`src/rtl/ysyx_25020047_seq_ctrl.sv`:
```
// ysyx_25020047_seq_ctrl
// ----------------------
// Multi-cycle sequencer for the ysyx_25020047 core. It walks every
// instruction through fetch (request + response), a single execute cycle,
// an optional data-memory request/response, and a write-back cycle. The
// write-back cycle is the only place the PC and register file are written.
//
// Ports:
//   clk, rst                      core clock, asynchronous active-high reset
//   ifu_req_valid/ready           fetch request handshake
//   ifu_rsp_valid, inst_we        fetch response; inst_we latches the IR
//   inst_type, is_load, is_store,
//   is_ebreak, rf_wen             decoded instruction attributes
//   lsu_req_valid/ready           data memory request handshake
//   lsu_rsp_valid                 load data / store acknowledge
//   pc_we, rf_we                  write-back commit strobes
//   halt, err_code                sticky stop flag and its cause
//   retire_cnt                    committed instruction counter (wraps)
//   state                         current FSM state, for debug
module ysyx_25020047_seq_ctrl #(
    parameter int unsigned TIMEOUT = 255
) (
    input  logic        clk,
    input  logic        rst,
    output logic        ifu_req_valid,
    input  logic        ifu_req_ready,
    input  logic        ifu_rsp_valid,
    output logic        inst_we,
    input  logic [63:0] inst_type,
    input  logic        is_load,
    input  logic        is_store,
    input  logic        is_ebreak,
    input  logic        rf_wen,
    output logic        lsu_req_valid,
    input  logic        lsu_req_ready,
    input  logic        lsu_rsp_valid,
    output logic        pc_we,
    output logic        rf_we,
    output logic        halt,
    output logic [1:0]  err_code,
    output logic [31:0] retire_cnt,
    output logic [2:0]  state
);

    typedef enum logic [2:0] {
        S_IF   = 3'd0,
        S_IFW  = 3'd1,
        S_EX   = 3'd2,
        S_MEM  = 3'd3,
        S_MEMW = 3'd4,
        S_WB   = 3'd5,
        S_HALT = 3'd6
    } state_e;

    localparam logic [1:0] ERR_NONE    = 2'd0;
    localparam logic [1:0] ERR_ILLEGAL = 2'd1;
    localparam logic [1:0] ERR_IFU_TO  = 2'd2;
    localparam logic [1:0] ERR_LSU_TO  = 2'd3;

    // The counter holds the number of cycles already spent waiting, so the
    // last permitted wait cycle is the one where it reads TIMEOUT-1.
    localparam logic [7:0] WAIT_LAST = 8'(TIMEOUT - 1);

    state_e      state_q, state_d;
    logic [7:0]  wait_q, wait_d;
    logic        halt_q, halt_d;
    logic [1:0]  err_q, err_d;
    logic [31:0] retire_q, retire_d;
    logic        timed_out;
    logic        in_wait_state;

    always_comb begin
        state_d       = state_q;
        wait_d        = wait_q;
        halt_d        = halt_q;
        err_d         = err_q;
        retire_d      = retire_q;
        timed_out     = (wait_q == WAIT_LAST);
        in_wait_state = 1'b0;

        case (state_q)
            S_IF: begin
                in_wait_state = 1'b1;
                // A handshake on the final permitted cycle still wins.
                if (ifu_req_ready) begin
                    state_d = S_IFW;
                end else if (timed_out) begin
                    state_d = S_HALT;
                    err_d   = ERR_IFU_TO;
                end
            end
            S_IFW: begin
                in_wait_state = 1'b1;
                if (ifu_rsp_valid) begin
                    state_d = S_EX;
                end else if (timed_out) begin
                    state_d = S_HALT;
                    err_d   = ERR_IFU_TO;
                end
            end
            S_EX: begin
                if (inst_type == '0) begin
                    state_d = S_HALT;
                    err_d   = ERR_ILLEGAL;
                end else if (is_ebreak) begin
                    state_d = S_HALT;
                    err_d   = ERR_NONE;
                end else if (is_load || is_store) begin
                    state_d = S_MEM;
                end else begin
                    state_d = S_WB;
                end
            end
            S_MEM: begin
                in_wait_state = 1'b1;
                if (lsu_req_ready) begin
                    state_d = S_MEMW;
                end else if (timed_out) begin
                    state_d = S_HALT;
                    err_d   = ERR_LSU_TO;
                end
            end
            S_MEMW: begin
                in_wait_state = 1'b1;
                if (lsu_rsp_valid) begin
                    state_d = S_WB;
                end else if (timed_out) begin
                    state_d = S_HALT;
                    err_d   = ERR_LSU_TO;
                end
            end
            S_WB: begin
                retire_d = retire_q + 32'd1;
                state_d  = S_IF;
            end
            S_HALT: begin
                state_d = S_HALT;
            end
            default: begin
                // Corrupted state register: stop as if the instruction were illegal.
                state_d = S_HALT;
                err_d   = ERR_ILLEGAL;
            end
        endcase

        if ((state_d == S_HALT) && (state_q != S_HALT)) begin
            halt_d = 1'b1;
        end

        // Any state change clears the counter so each wait state starts at zero.
        if (state_d != state_q) begin
            wait_d = '0;
        end else if (in_wait_state) begin
            wait_d = wait_q + 8'd1;
        end
    end

    always_ff @(posedge clk or posedge rst) begin
        if (rst) begin
            state_q  <= S_IF;
            wait_q   <= '0;
            halt_q   <= 1'b0;
            err_q    <= ERR_NONE;
            retire_q <= '0;
        end else begin
            state_q  <= state_d;
            wait_q   <= wait_d;
            halt_q   <= halt_d;
            err_q    <= err_d;
            retire_q <= retire_d;
        end
    end

    // The fetch request is masked while reset is held so that every strobe is
    // quiet during reset, yet it rises immediately once reset is released.
    assign ifu_req_valid = (state_q == S_IF) && !rst;
    // Mealy: the IR is loaded in the very cycle the fetch response arrives.
    assign inst_we       = (state_q == S_IFW) && ifu_rsp_valid;
    assign lsu_req_valid = (state_q == S_MEM);
    assign pc_we         = (state_q == S_WB);
    assign rf_we         = (state_q == S_WB) && rf_wen && !is_store;
    assign halt          = halt_q;
    assign err_code      = err_q;
    assign retire_cnt    = retire_q;
    assign state         = 3'(state_q);

endmodule

```
`config.mk`:
```
export PLATFORM = sky130hd
export DESIGN_NAME = ysyx_25020047_seq_ctrl
export DESIGN_NICKNAME = d
export VERILOG_FILES = /design/src/rtl/ysyx_25020047_seq_ctrl.sv
export SDC_FILE = /design/constraint.sdc
export NUM_CORES = 1
export LEC_CHECK = 0
export ABC_AREA = 1
export CORE_UTILIZATION = 39
export CTS_CLUSTER_DIAMETER = 50
export CTS_CLUSTER_SIZE = 20
export DETAILED_ROUTE_END_ITERATION = 8
export MAX_ROUTING_LAYER = met4
export PLACE_DENSITY = 0.89
export SLEW_MARGIN = 15
export SYNTH_ARGS = -nofsm -noshare
export SYNTH_HDL_FRONTEND = slang
export SYNTH_SLANG_ARGS = --single-unit
```
`constraint.sdc`:
```
create_clock -name clk -period 1.65 [get_ports clk]
set_clock_uncertainty 0.05 [all_clocks]
set_input_delay 0.2475 -clock clk [delete_from_list [all_inputs] [get_ports clk]]
set_output_delay 0.2475 -clock clk [all_outputs]
set_load 0.05 [all_outputs]
```
==> summary.md, run 1 <==
## Logic synthesis
- 414 — Post-Synthesis Net Count
- 0.423 — sequential area share after synthesis
- 46 — synthesized flop and latch total
- 0 — Yosys warnings
- 337 — number of standard cells after synthesis
- sky130_fd_sc_hd__dfrtp_1 — dominant cell type by area after synthesis
- 0.00272 mm^2 — post-synthesis cell area
- 31 — post-synthesis cell type count
- 0.423 — top-area cell type share of the netlist area
- sky130_fd_sc_hd__dfrtp_1 42%, sky130_fd_sc_hd__nand2_1 12%, sky130_fd_sc_hd__nor2_1 7.7% — Area contributors post-synth
- 8.08 um^2 — synthesized area per cell

## Placed design
- 0.891 — global placer's final weighted congestion
- 6.71 mm — sum of net half-perimeters after detailed placement
- -460 ps — pre-CTS worst setup slack
- 116 — Port Buffer Count

## STA
- 505 ps — measured slew at the worst slew-check pin
- 0 — Final Hold Violating Endpoints
- 38 — final count of negative-setup-slack endpoints
- 0 — Final Max Slew Viols
- 1.22 — post-route clock period utilization
- 0.496 GHz — maximum operating frequency
- -365 ps — worst setup margin
- true — setup repair after global routing missed its margin
- 2020 ps — clock period minus worst slack
- -6740 ps — setup TNS
- 0.661 — Max-Slew Margin vs Limit

## Clock network
- 310 ps — clock latency on the worst-skew pair
- built — CTS tree
- 2 — Max clock buf depth
- 5 — number of buffers added by the clock tree synthesis step
- 2 — depth of the CTS H-tree
- 46 — Num Clock Sinks
- 0 — Hold Buf Count CTS
- 100 ps — Clock Pin Slew Worst Setup and Hold Paths
- sky130_fd_sc_hd__clkbuf_8 — root buffer cell

## Routing
- 18.6 um — wire length per cell
- 0 — final routed DRC violation total
- 5.38 — mean number of vias per cell
- 11.4 mm — routed wire length
- 3288 — via total after detailed routing
- 5 — detailed-router iteration count before antenna repair
- 0 — antenna-violating nets left
- 238 — first-iteration detailed-routing DRC count

## Critical path
- 1850 ps — required time at the endpoint of the critical path
- input port — category of the worst setup path launch point
- 8 — top fanout value on the critical path
- in2reg — crit path kind
- 2220 ps — Arrival @ worst endpoint
- flop — Worst Setup End Kind

## Die
- 0.403 — Initial Utilization
- 85.6 um — width of the chip
- 117 — number of top-level design ports
- 0.00732 mm^2 — DIE AREA
- 0.00676 mm^2 — floorplan core area
- 85.6 um — vertical extent of the die
- 30 — number of placement rows

## Layout
- 98 x sky130_fd_sc_hd__buf_4, 73 x sky130_fd_sc_hd__clkdlybuf4s50_1, 68 x sky130_fd_sc_hd__nand2_1, 47 x sky130_fd_sc_hd__nor2_1, 33 x sky130_fd_sc_hd__dfrtp_1 — highest-count cells in the layout ignoring fill and taps
- 0.744 — utilization after layout
- sky130_fd_sc_hd__buf_4 — commonest non-fill, non-tap cell in the layout
- 0.414 — share of final-layout standard cells stronger than drive strength 1
- 0 — number of antenna diodes
- 84.7% — P&R area growth vs syn
- 607 — Post-layout nets

## Min path
- in2async — classification of the worst-slack hold path

## Power and ir drop
- 0.00245 uW — leakage power of the design
- 449 mW/mm^2 — total power density per cell area
- 0.729 mV — VDD IR max

## Status
- negative setup slack — violated checks
- complete, but fails checks — result of the run

## Global route
- 0 — antenna violations before repair
- 15.8 mm — first-pass GRT wire length
- 3246 — via count of the first global-routing pass
- 36 — largest net degree at the start of global routing
- 0 — Overflow after GRT
- 0.286 — global-route total usage across every layer

## Run
- 0 — max-cap violations

-- what timing repair did --
item | 4_1_cts | 5_1_grt
setup endpoints to repair | 26 | 40
setup buffers | 10 | 11
pin swaps | 12 | 26
gates resized for setup | 30 | 33
-- cell usage after synthesis (all sizes together) --
cell,instances
dfrtp,46
xnor2,14
nand3b,1
or2,3
nand3,20
xor2,24
ha,3
nand2,91
nand4,13
nor4,4
inv,29
o21ai,3
nor3,10
nor2,71
a21oi,5
-- power breakdown --
part / internal, uW / switching (uW) / leakage [uW]
Sequential: 1130 / 0.572 / 0.000605
Combinational: 170 / 84.3 / 0.00180
Clock: 453 / 424 / 0.0000514
Total: 1750 / 509 / 0.00245
-- stage by stage --
step	total power [uW]	cell area, um^2	cells	hold slack (ps)
2_1_floorplan	1200	2830	337	380
3_3_place_gp	1390	4500	582	402
3_5_place_dp	1390	4500	582	411
4_1_cts	2220	4810	600	252
5_1_grt	2320	5030	611	283
6_report	2260	5030	611	274
-- critical path, cell delays in order --
cell,delay (ps)
sky130_fd_sc_hd__clkdlybuf4s50_1,430
sky130_fd_sc_hd__nor2_1,140
sky130_fd_sc_hd__nand2_1,100
sky130_fd_sc_hd__nor2_1,150
sky130_fd_sc_hd__nand2_1,90
sky130_fd_sc_hd__nor2_2,150
sky130_fd_sc_hd__nand2_2,90
sky130_fd_sc_hd__nand2_1,110
sky130_fd_sc_hd__nand2_2,90
sky130_fd_sc_hd__nand2_4,110
sky130_fd_sc_hd__nand2_2,70
sky130_fd_sc_hd__nand2_2,80
sky130_fd_sc_hd__nand3_4,170
sky130_fd_sc_hd__nor2_4,170
-- path summary, 6_finish.rpt --
kind	cells past startpoint	from	to	slack (ps)
setup / recovery	14	inst_type[41]	wait_q[4]$_DFFE_PP0P_	-370
hold / removal	2	rst	state[2]$_DFF_PP0_	270
setup reg to reg	10	state[1]$_DFF_PP0_	retire_cnt[25]$_DFFE_PP0P_	-310
hold reg to reg	2	halt$_DFFE_PP0P_	halt$_DFFE_PP0P_	430
max in group asynchronous	3	rst	retire_cnt[11]$_DFFE_PP0P_	730
min in group clk	2	halt$_DFFE_PP0P_	halt$_DFFE_PP0P_	430
-- per-layer routing --
metal | track usage | share of wire | vias up
met5 | - | 0 | -
met4 | 0.100 | 0.047 | 0
met2 | 0.512 | 0.51 | 194
met3 | 0.0558 | 0.065 | 56
li1 | - | - | 1456
met1 | 0.319 | 0.38 | 1582
-- flip-flops by register name, indices dropped and copies added, names as in the netlist --
signal,count
retire_cnt,32
wait_q,8
err_code,2
state,3
halt,1
-- layout make-up --
| type | instances | area, um^2 |
|---|---|---|
| Fill cell | 391 | 1730 |
| Sequential cell | 46 | 1170 |
| Clock buffer | 6 | 72.6 |
| Multi-Input combinational cell | 262 | 1790 |
| Inverter | 29 | 121 |
| Tap cell | 80 | 100 |
| Clock inverter | 2 | 37.5 |
| Timing Repair Buffer | 186 | 1740 |
-- cell families (layout without fill, tap and decap cells) --
family                   count (synthesis)  after routing  synth area share
AND/OR/NAND/NOR                        213            213             0.384
flip-flops                              46             46             0.423
XOR/XNOR                                38             38             0.122
buffers and inverters                   29            223            0.0409
AO/OA/AOI/OAI                            8              8            0.0161
adder cells (fa/ha/maj)                  3              3            0.0138
Note: power is estimated with default switching activity, not from simulation.
==> run 2, diff against run 1 <==
--- a/config.mk
+++ b/config.mk
@@ -5,13 +5,12 @@
 export SDC_FILE = /design/constraint.sdc
 export NUM_CORES = 1
 export LEC_CHECK = 0
-export ABC_AREA = 1
-export CORE_UTILIZATION = 39
+export CORE_UTILIZATION = 37
 export CTS_CLUSTER_DIAMETER = 50
-export CTS_CLUSTER_SIZE = 20
+export CTS_CLUSTER_SIZE = 10
 export DETAILED_ROUTE_END_ITERATION = 8
 export MAX_ROUTING_LAYER = met4
-export PLACE_DENSITY = 0.89
+export PLACE_DENSITY = 0.88
 export SLEW_MARGIN = 15
 export SYNTH_ARGS = -nofsm -noshare
 export SYNTH_HDL_FRONTEND = slang
==> constraint.sdc (replaced) <==
create_clock -name clk -period 1.6 [get_ports clk]
set_clock_uncertainty 0.05 [all_clocks]
set_input_delay 0.24 -clock clk [delete_from_list [all_inputs] [get_ports clk]]
set_output_delay 0.24 -clock clk [all_outputs]
set_load 0.05 [all_outputs]
==> run 2 against run 1 <==
Compared with the run above:
- synthesized cell count is 29% lower
- sequential cell count stayed put
- largest power group is now combinational logic
- routed wire length fell by 21%
- the flow still finishes with violations (negative setup slack)
- count of clock-buffer cells in the layout up 2
- global-route usage shrank 4.0 points
- non-clock buffer count is 16 higher
- sequential share of layout area barely moved
- final area decreased by 1.3%
- highest routed layer unchanged
==> summary.md, run 2 <==
## Global route
- 13.3 mm — first-pass GRT wire length, -16%
- 0 — Overflow after GRT, unchanged
- 0.247 — global-route total usage across every layer, -0.0396
- 2880 — via count of the first global-routing pass, -11%
- 0 — antenna violations before repair, unchanged
- 47 — largest net degree at the start of global routing, +31%

## Critical path
- 7 — top fanout value on the critical path, -1
- 490 ps — Critical Path Max Stage Delay, +60 ps
- halt$_DFFE_PP0P_ — capture instance of the worst register-to-register path
- reg2reg — crit path kind
- flop — Worst Setup End Kind
- sky130_fd_sc_hd__dfrtp_2 — cell at the slowest stage of the critical path
- -550 ps — worst reg2reg setup slack, -240 ps
- compound AO/OA/AOI/OAI gates — cell family with the largest share of critical-path delay
- state[0]$_DFF_PP0_ — FF-to-FF Start
- 6 — worst reg2reg path depth, -4
- flop — category of the worst setup path launch point
- 2290 ps — Arrival @ worst endpoint, +70 ps
- 1740 ps — required time at the endpoint of the critical path, -110 ps
- 1 — worst path buffer plus inverter count, unchanged
- o31a_4 > a2111oi_4 > o221ai_2 > nor2b_4 > buf_6 > or2_1 — cell-by-cell trace of the critical path

## Die
- 0.00639 mm^2 — floorplan core area, -5.5%
- 117 — number of top-level design ports, unchanged
- 0.00700 mm^2 — DIE AREA, -4.4%
- 29 — number of placement rows, -3.3%
- 83.6 um — vertical extent of the die, -2.2%
- 83.6 um — width of the chip, -2.2%
- 0.386 — Initial Utilization, -0.0168

## Status
- complete, but fails checks — result of the run
- negative setup slack — violated checks

## Logic synthesis
- 0.00247 mm^2 — post-synthesis cell area, -9.4%
- 0.0188 — multiplexer share of the synthesized area, +0.0188
- 10.3 um^2 — synthesized area per cell, +27%
- 0 — count of flip-flops with a built-in enable after synthesis, unchanged
- 0.0152 — post-synthesis share of cell area spent on full adders, half adders and majority gates, +0.00143
- 0.135 — parity-gate share of the synthesized area counting xor and xnor cells, +0.0127
- 46 — synthesized flop and latch total, unchanged
- 0.0812 — area fraction in compound gates after synthesis, +0.0651
- 0.467 — top-area cell type share of the netlist area, +0.0440
- sky130_fd_sc_hd__dfrtp_1 — primary flip-flop cell chosen by synthesis mapping
- sky130_fd_sc_hd__dfrtp_1 47%, sky130_fd_sc_hd__xnor2_1 9.2%, sky130_fd_sc_hd__nor4_1 4.6% — Area contributors post-synth
- 0 — Yosys warnings, unchanged
- 0.467 — sequential area share after synthesis, +0.0440
- 49 — post-synthesis cell type count, +58%
- 317 — Post-Synthesis Net Count, -23%
- 240 — number of standard cells after synthesis, -29%
- sky130_fd_sc_hd__dfrtp_1 — most frequent cell after synthesis
- 1.00 — Async S/R FF share, synth, unchanged
- 46 x sky130_fd_sc_hd__dfrtp_1, 26 x sky130_fd_sc_hd__xnor2_1, 23 x sky130_fd_sc_hd__nor2_1 — most numerous cell types in the synthesized netlist
- simple AND/OR/NAND/NOR gates — largest family of logic cells by synthesized area
- sky130_fd_sc_hd__dfrtp_1 — dominant cell type by area after synthesis
- 0.252 — basic-gate share of the synthesized area counting and, or, nand and nor cells, -0.133

## Clock network
- 2 — Max clock buf depth, unchanged
- 290 ps — clock latency on the worst-skew pair, -20 ps
- 2 — depth of the CTS H-tree, unchanged
- 80 ps — Clock Pin Slew Worst Setup and Hold Paths, -20 ps
- 46 — Num Clock Sinks, unchanged
- sky130_fd_sc_hd__clkbuf_8 — root buffer cell
- built — CTS tree
- 5 — number of buffers added by the clock tree synthesis step, unchanged
- 0 — Hold Buf Count CTS, unchanged

## Routing
- 4 — detailed-router iteration count before antenna repair, -1
- 105 — first-iteration detailed-routing DRC count, -56%
- 8.99 mm — routed wire length, -21%
- 0 — final routed DRC violation total, unchanged
- 17.2 um — wire length per cell, -7.4%
- 2788 — via total after detailed routing, -15%
- 0 — antenna-violating nets left, unchanged
- 5.34 — mean number of vias per cell, -0.75%

## Layout
- 0.539 — share of final-layout standard cells stronger than drive strength 1, +0.125
- 32 — flip-flop count of the largest register, all copies and words added, unchanged
- 521 — Post-layout nets, -14%
- 0 — number of antenna diodes, unchanged
- 0.777 — utilization after layout, +0.0330
- 79 x sky130_fd_sc_hd__buf_4, 42 x sky130_fd_sc_hd__dfrtp_1, 27 x sky130_fd_sc_hd__buf_6, 24 x sky130_fd_sc_hd__xnor2_1, 24 x sky130_fd_sc_hd__clkbuf_2 — highest-count cells in the layout ignoring fill and taps
- sky130_fd_sc_hd__buf_4 — commonest non-fill, non-tap cell in the layout
- 101% — P&R area growth vs syn
- 384 — fill cell count, -1.8%
- 0.00496 mm^2 — Layout Cell Area excl Fill, -1.3%

## Power and ir drop
- 0.971 mV — VDD IR max, +33%
- 1190 mW/mm^2 — total power density per cell area, +160%
- 0.00229 uW — leakage power of the design, -6.7%

## Run
- 0 — max-cap violations, unchanged

## STA
- -550 ps — worst setup margin, -185 ps
- true — setup repair after global routing missed its margin
- 40 — final count of negative-setup-slack endpoints, +5.3%
- 0.465 GHz — maximum operating frequency
- 412 ps — Hold WS, +137 ps
- 0.751 — Max-Slew Margin vs Limit, +0.0897
- 1.34 — post-route clock period utilization
- 0 — Final Hold Violating Endpoints, unchanged
- 372 ps — measured slew at the worst slew-check pin, -133 ps
- 2150 ps — clock period minus worst slack
- 0 — Final Max Slew Viols, unchanged
- -12300 ps — setup TNS, -5560 ps

## Placed design
- 0.00445 mm^2 — total cell area at the placement stage, -0.97%
- 116 — Port Buffer Count, unchanged
- 5.92 mm — sum of net half-perimeters after detailed placement, -12%
- 0.838 — global placer's final weighted congestion, -5.9%

## Min path
- in2async — classification of the worst-slack hold path

run 2: kinds of logic (layout without fill, tap and decap cells):
logic type,Yosys count,in the layout
compound gates,23,23
flops,46,46
buf+inv,16,221
fa+ha+maj,3,3
xor+xnor,38,38
mux,4,4
simple gates,110,110
run 2: worst max-delay path by stage:
stage / to / start / cells after the start
2_1_floorplan: err_code[0]$_DFFE_PP0P_ / state[2]$_DFF_PP0_ / 7
3_3_place_gp: halt$_DFFE_PP0P_ / ifu_req_ready / 8
3_5_place_dp: halt$_DFFE_PP0P_ / ifu_req_ready / 8
4_1_cts: halt$_DFFE_PP0P_ / state[0]$_DFF_PP0_ / 6
5_1_grt: halt$_DFFE_PP0P_ / state[2]$_DFF_PP0_ / 7
6_report: halt$_DFFE_PP0P_ / state[0]$_DFF_PP0_ / 6
run 2: worst register-to-register path: stages, from the launching register on:
cell                        delay (ps)
sky130_fd_sc_hd__dfrtp_2           490
sky130_fd_sc_hd__o31a_4            410
sky130_fd_sc_hd__a2111oi_4         410
sky130_fd_sc_hd__o221ai_2          170
sky130_fd_sc_hd__nor2b_4           170
sky130_fd_sc_hd__buf_6             130
sky130_fd_sc_hd__or2_1             220
run 2: final cells by class:
class | count | area, um^2 | area share
timing repair buffer | 202 | 1950 | 0.393
multi-input combinational | 178 | 1630 | 0.328
sequential | 46 | 1160 | 0.233
clock buffer | 8 | 80.1 | 0.0161
inverter | 11 | 51.3 | 0.0103
tap | 77 | 96.3 | 0.0194
run 2: routing by layer:
layer | routed length (um) | up-vias | track usage | part of all wire
li1 | - | 1274 | - | -
met1 | 3190 | 1345 | 0.245 | 0.36
met2 | 4970 | 138 | 0.464 | 0.55
met3 | 478 | 31 | 0.0475 | 0.053
met4 | 346 | 0 | 0.109 | 0.038
met5 | 0 | - | - | 0
run 2: metrics by stage:
| stage | setup slack [ps] | instances | total power (uW) |
|---|---|---|---|
| 6_report | -550 | 522 | 5910 |
| 5_1_grt | -588 | 522 | 6120 |
| 4_1_cts | -437 | 513 | 5510 |
| 3_5_place_dp | -732 | 493 | 4330 |
| 3_3_place_gp | -648 | 493 | 4250 |
| 2_1_floorplan | -1080 | 240 | 3020 |
run 2: repair_timing:
item,in CTS,in global routing
pin swaps,47,43
buffers inserted,14,17
setup endpoints to repair,42,50
endpoints found under the hold margin,0,0
resized for setup,140,103
gates cloned,0,0
run 2: power breakdown:
group	internal, uW	switching [uW]
combinational	1890	1850
clock	311	374
sequential	1310	174
total	3510	2400
==> run 3, diff against run 2 <==
--- a/config.mk
+++ b/config.mk
@@ -5,6 +5,7 @@
 export SDC_FILE = /design/constraint.sdc
 export NUM_CORES = 1
 export LEC_CHECK = 0
+export CAP_MARGIN = 20
 export CORE_UTILIZATION = 37
 export CTS_CLUSTER_DIAMETER = 50
 export CTS_CLUSTER_SIZE = 10
==> results of run 3 <==
Final layout, timing and power as in run 2 (identical DEF).
